--- src/rtl/ex_operand_stage.sv ---
// ID/EX pipeline register feeding alu_32_bit: resolves EX/MEM/WB operand forwarding
// at capture time, inserts a bubble on load-use hazards, and honours stall/flush.
module ex_operand_stage #(
    parameter int DATA_W = 32,
    parameter int REG_W  = 5
) (
    input  logic              clk,
    input  logic              reset,
    input  logic              id_valid,
    output logic              id_ready,
    input  logic [3:0]        id_aluCode,
    input  logic [REG_W-1:0]  id_rs,
    input  logic [REG_W-1:0]  id_rt,
    input  logic [DATA_W-1:0] id_rsData,
    input  logic [DATA_W-1:0] id_rtData,
    input  logic [DATA_W-1:0] id_imm,
    input  logic              id_useImm,
    input  logic [REG_W-1:0]  id_rd,
    input  logic              id_regWrite,
    input  logic              id_memRead,
    input  logic              stall,
    input  logic              flush,
    input  logic              exm_regWrite,
    input  logic [REG_W-1:0]  exm_rd,
    input  logic [DATA_W-1:0] exm_result,
    input  logic              wb_regWrite,
    input  logic [REG_W-1:0]  wb_rd,
    input  logic [DATA_W-1:0] wb_data,
    input  logic [DATA_W-1:0] ex_result,
    output logic [3:0]        aluCode,
    output logic [DATA_W-1:0] a,
    output logic [DATA_W-1:0] b,
    output logic [DATA_W-1:0] storeData,
    output logic              ex_valid,
    output logic              ex_regWrite,
    output logic              ex_memRead,
    output logic [REG_W-1:0]  ex_rd
);

    logic [3:0]        r_alu_code;
    logic [DATA_W-1:0] r_a;
    logic [DATA_W-1:0] r_b;
    logic [DATA_W-1:0] r_store_data;
    logic [REG_W-1:0]  r_ex_rd;
    logic              r_ex_valid;
    logic              r_ex_reg_write;
    logic              r_ex_mem_read;

    logic              w_load_use;
    logic              w_ex_fwd_en;
    logic [DATA_W-1:0] w_fwd_rs;
    logic [DATA_W-1:0] w_fwd_rt;

    // Highest-priority producer wins; register 0 is hard-wired and never forwards.
    function automatic logic [DATA_W-1:0] fwd_sel(
        input logic [REG_W-1:0]  s,
        input logic [DATA_W-1:0] rf,
        input logic              ex_en,
        input logic [REG_W-1:0]  ex_dst,
        input logic [DATA_W-1:0] ex_val,
        input logic              mem_en,
        input logic [REG_W-1:0]  mem_dst,
        input logic [DATA_W-1:0] mem_val,
        input logic              wb_en,
        input logic [REG_W-1:0]  wb_dst,
        input logic [DATA_W-1:0] wb_val
    );
        logic [DATA_W-1:0] sel;
        sel = rf;
        if (s != '0) begin
            if (ex_en && ex_dst == s)        sel = ex_val;
            else if (mem_en && mem_dst == s) sel = mem_val;
            else if (wb_en && wb_dst == s)   sel = wb_val;
        end
        return sel;
    endfunction

    // A load in EX has no result yet, so it is excluded from EX forwarding.
    assign w_ex_fwd_en = r_ex_valid & r_ex_reg_write & ~r_ex_mem_read;

    assign w_load_use = id_valid & r_ex_valid & r_ex_mem_read & (r_ex_rd != '0) &
                        ((r_ex_rd == id_rs) | ((r_ex_rd == id_rt) & ~id_useImm));

    // Handshake: decode holds id_* stable while id_valid is high; an instruction
    // transfers on a rising edge where id_valid & id_ready (flush still kills it).
    assign id_ready = ~stall & ~w_load_use;

    always_comb begin
        w_fwd_rs = fwd_sel(id_rs, id_rsData, w_ex_fwd_en, r_ex_rd, ex_result,
                           exm_regWrite, exm_rd, exm_result, wb_regWrite, wb_rd, wb_data);
        w_fwd_rt = fwd_sel(id_rt, id_rtData, w_ex_fwd_en, r_ex_rd, ex_result,
                           exm_regWrite, exm_rd, exm_result, wb_regWrite, wb_rd, wb_data);
    end

    always_ff @(posedge clk or posedge reset) begin
        if (reset) begin
            r_alu_code     <= '0;
            r_a            <= '0;
            r_b            <= '0;
            r_store_data   <= '0;
            r_ex_rd        <= '0;
            r_ex_valid     <= 1'b0;
            r_ex_reg_write <= 1'b0;
            r_ex_mem_read  <= 1'b0;
        end else if (flush || (!stall && (w_load_use || !id_valid))) begin
            // Bubble: control cleared, datapath fields left as they were.
            r_ex_rd        <= '0;
            r_ex_valid     <= 1'b0;
            r_ex_reg_write <= 1'b0;
            r_ex_mem_read  <= 1'b0;
        end else if (!stall) begin
            r_alu_code     <= id_aluCode;
            r_a            <= w_fwd_rs;
            r_b            <= id_useImm ? id_imm : w_fwd_rt;
            r_store_data   <= w_fwd_rt;
            r_ex_rd        <= id_rd;
            r_ex_valid     <= 1'b1;
            r_ex_reg_write <= id_regWrite;
            r_ex_mem_read  <= id_memRead;
        end
    end

    assign aluCode     = r_alu_code;
    assign a           = r_a;
    assign b           = r_b;
    assign storeData   = r_store_data;
    assign ex_valid    = r_ex_valid;
    assign ex_regWrite = r_ex_reg_write;
    assign ex_memRead  = r_ex_mem_read;
    assign ex_rd       = r_ex_rd;

endmodule

--- config.mk ---
export PLATFORM = sky130hd
export DESIGN_NAME = ex_operand_stage
export DESIGN_NICKNAME = d
export VERILOG_FILES = /design/src/rtl/ex_operand_stage.sv
export SDC_FILE = /design/constraint.sdc
export NUM_CORES = 1
export LEC_CHECK = 0
export CORE_UTILIZATION = 43
export CTS_BUF_LIST = sky130_fd_sc_hd__clkbuf_2
export DETAILED_ROUTE_END_ITERATION = 12
export PLACE_DENSITY = 0.88
export SYNTH_ARGS = -nofsm -noshare
export SYNTH_HDL_FRONTEND = slang
export SYNTH_SLANG_ARGS = --single-unit
--- constraint.sdc ---
create_clock -name clk -period 4.9 [get_ports clk]
set_input_delay 1.47 -clock clk [delete_from_list [all_inputs] [get_ports clk]]
set_output_delay 1.47 -clock clk [all_outputs]
set_load 0.03 [all_outputs]
* Yosys cells after proc, flatten, opt, wreduce, memory -nomap -nowiden *
Index checks and enable logic that the tools add are counted.

word-level totals
  flip-flop bits (word level) = 108
  input bits = 231
  word-level logic and storage cells = 61

operators by class
  eq/ne operators = 7
  muxes and demuxes = 17
  bitwise operators = 14
  reductions and logical operators = 15

operator list
  operator                                       count
  two-way mux 32 bit                             9
  == test 5 bit                                  6
  nonzero test 5 bit                             3
  two-way mux 5 bit                              2
  bitwise AND 1 bit                              8
  logical AND 1 bit                              7
  two-way mux 1 bit                              6
  NOT 1 bit                                      5
  zero test 1 bit                                2
  logical OR 1 bit                               2
  != test 2 x 1 -> 1 bit, second input constant  1
  AND reduction 2 bit                            1
  bitwise OR 1 bit                               1

* Logic depth before layout (Yosys ltp) *
  word-level depth = 9
  gate-level depth with buffers = 9

* Least setup slack after synthesis *
OpenSTA, ideal clock, no wires.

  path type = input port to output port
  start point = input id_rt[4]
  end point = output id_ready
  data arrival time = 2.649 ns
  data required time = 3.430 ns
  slack = 0.781 ns
  stages on the path = 5
  path buffers = 0
  cell sequence = xnor2_1 -> nand3_1 -> o2bb2a_1 -> nor2_1 -> a21oi_1

on the way
  cells in the longest elaborated chain, start to end = 6

RTL lines
  element             RTL line  RTL
  start: declaration  13        input logic [REG_W-1:0] id_rt,
  == test 5 bit       82        ((r_ex_rd == id_rs) | ((r_ex_rd == id_rt) & ~id_useImm));
  bitwise AND 1 bit   82
  bitwise OR 1 bit    82
  bitwise AND 1 bit   81        assign w_load_use = id_valid & r_ex_valid & r_ex_mem_read & (r_ex_rd != '0) &
  NOT 1 bit           86        assign id_ready = ~stall & ~w_load_use;
  bitwise AND 1 bit   86
  end: declaration    10        output logic id_ready,

Every way passes these cells.

* Final worst setup path *
  start point = input id_rt[3]
  end point = output id_ready

Same word-level chain as after synthesis.

==> reports/results.ini <==
[sta]
rsz0062_at_grt = no
slew_violations = 0
fmax_mhz = 209
relSlewSlack_pct = 19.7
worst_pin_slew_ps = 1200
min_period_ps = 4780
skew_ps = 50.6
setup_viol = 0
finalHoldViolCount = 0
finalCritPeriodShare_pct = 97.5

[floorplanning]
die_w_um = 133
row_count = 47
die_area_um2 = 17600
start_util_pct = 44.2
fp.dieH_um = 133
core_area_um2 = 16600
ios = 340

[global_route]
antenna_found_initial = 1
track_usage_pct = 35.3
grt_overflow_total = 0
grt_pass1_wl_um = 48300
grt_pass1_vias = 8892
grt_max_degree = 134

[synthesis]
synth_cells = 892
synth_area_per_cell_um2 = 8.24
synth_top_cell_area_share_pct = 36.8
synthSimpleGateAreaFrac_pct = 21.4
syn_area_um2 = 7350
synth_compound_area_share_pct = 28.5
yosysWarnings = 0
ys_seq_area_share_pct = 36.8
yosys.cell_types.count = 41
synth_seq_cells = 108
synth.area.top_cells = dfrtp_1 (37%), nand2_1 (9.0%), o211ai_2 (5.3%)
yosys.area.top_type = dfrtp_1
synth.area.mux_share_pct = 4.36
synth_top_family_by_area = compound AO/OA/AOI/OAI gates
synth_nets = 1123
synth_xor_area_share_pct = 3.57
synth-adder-area-share_pct = 0

[power]
switching_power_uw = 1110
ir_drop_uv = 194
power_switching_share_pct = 39.6
powerDensity_nw_per_um2 = 253
power.leakage_uw = 0.00456
internal-power_uw = 1690
p_clk_share_pct = 13.9
pwr-share-comb_pct = 45.6
power_frac_seq_pct = 40.5

[placement]
dp_hpwl_um = 21200
place.port_buffers = 339
dp_cells = 1398
gp_congestion = 0.909
place_area_um2 = 11000

[final_layout]
design_area_um2 = 11100
layout_common_cells = clkdlybuf4s50_1 (336), nand2_1 (175), dfrtp_1 (108), nor2_1 (84), o21ai_0 (67)
final_cells = 1414
area_growth_pct = 50.6
layout-drive-gt1-share_pct = 8.30
layout_commonest_cell = clkdlybuf4s50_1
nets = 1420

[min_path]
min_path_cells = 2
hold_class = register to register

[clocking]
cts_sinks = 108
clk_pin_slew_ps = 260
clock_path_buffers = 2
cts_made_buffers = 9
htreeDepth = 3
clk_latency_ps = 630
root_buffer = clkbuf_2
cts_tree = yes
post-cts-setup-buffer-count = 0

[drt]
wl_met2_um = 14700
drtPass1Iterations = 6
wl_per_cell_um = 22.1
initialDrtViolationCount = 780
dr_wl_met3_um = 3100
top_layer = met4
routedLengthMet1_um = 11400
drc_errors = 0
ant_nets = 0
viasPerCell = 6.28
totalWireLength_um = 31200
num_vias = 8876

[setup_path]
criticalPathCategory = primary input to primary output
cp.required_ps = 3430
r2r_cells = 6
start_kind = primary input
worstPathArrival_ps = 3310
end_kind = primary output
crit_fanout = 2

[run]
maxCapViolations = 0

[outcome]
outcome = complete, no violations

[power by group through the flow]
stage               combinational, uW  sequential [uW]  clock, uW
finish                           1280             1130        389
global route                     1340             1150        419
CTS                              1270             1130        398
detailed placement               1270             1150          0
global placement                 1250             1140          0
floorplan                         329             1440          0
[path summary, 6_finish.rpt]
kind | slack, ps | start | end
max in group asynchronous | 2640 | reset | b[12]$_DFFE_PP0P_
min | 520 | storeData[30]$_DFFE_PP0P_ | storeData[30]$_DFFE_PP0P_
min in group asynchronous | 1430 | reset | ex_rd[2]$_DFFE_PP0P_
min reg2reg | 520 | storeData[30]$_DFFE_PP0P_ | storeData[30]$_DFFE_PP0P_
max reg2reg | 1590 | ex_rd[1]$_DFFE_PP0P_ | a[3]$_DFFE_PP0P_
max | 120 | id_rt[3] | id_ready
[worst max-delay path, cell delays in order]
cell and delay (ps):
clkdlybuf4s50_1 430, xor2_1 160, or3_1 370, o2bb2a_1 310
nor2_1 110, a21oi_1 90, dlygate4sd2_1 370
[state kept, by name, summed over array words and instances (netlist names)]
name         count
a               32
aluCode          4
b               32
ex_memRead       1
ex_rd            5
ex_regWrite      1
ex_valid         1
storeData       32
[cells in the mapped netlist (all sizes together)]
cell     instances
dfrtp          108
a22o             7
clkbuf          54
nand3           34
nor4             3
or4             18
and3             2
xnor2           10
inv              1
and3b            1
nor2            87
o211ai          34
nand2          176
o311a           32
o211a            1
mux2i           32
or2              2
nand2b           1
a21oi            1
nor2b            2
a221oi          32
o21ai          113
nand3b           1
a211o           32
o2bb2a           1
xor2            20
or3              1
o2bb2ai         16
or3b             1
nor3            34
nand4            1
buf             34
[kinds of logic after synthesis]
family,after synthesis
AOI/OAI and AO/OA,269
and+or+nand+nor,364
DFF,108
muxes,32
xor gates and xnor gates,30
buffers and inverters,89
[what timing repair did]
action                     4_1_cts  5_1_grt
resized for setup                1        0
setup endpoints to repair        1        0
hold buffers                     0        0
[area by class of cell]
type                            count  area [um^2]
Fill cell                        1370         5570
Sequential cell                   108         2700
Clock buffer                        9         45.0
Timing Repair Buffer              374         3680
Inverter                            1         6.26
Multi-Input combinational cell    695         4320
Antenna cell                        1         2.50
Clock inverter                      6         41.3
Tap cell                          220          275
[per-layer routing]
metal	up-vias	GRT usage (%)
li1	3859	-
met1	4218	41.3
met2	644	58.7
met3	155	7.62
met4	0	22.7
met5	-	0
[stage by stage]
stage               hold WS [ps]  worst slack, ps  total power, uW  utilization, %  TNS, ps
floorplan                    647              584             1770               -        0
global placement             461             -108             2390            66.0     -108
detailed placement           463             -108             2420            66.0     -108
CTS                          526              127             2800            66.5        0
global route                 543             45.0             2910            66.5        0
finish                       523              121             2800            66.5        0
Power figures use the tool's default switching activity.
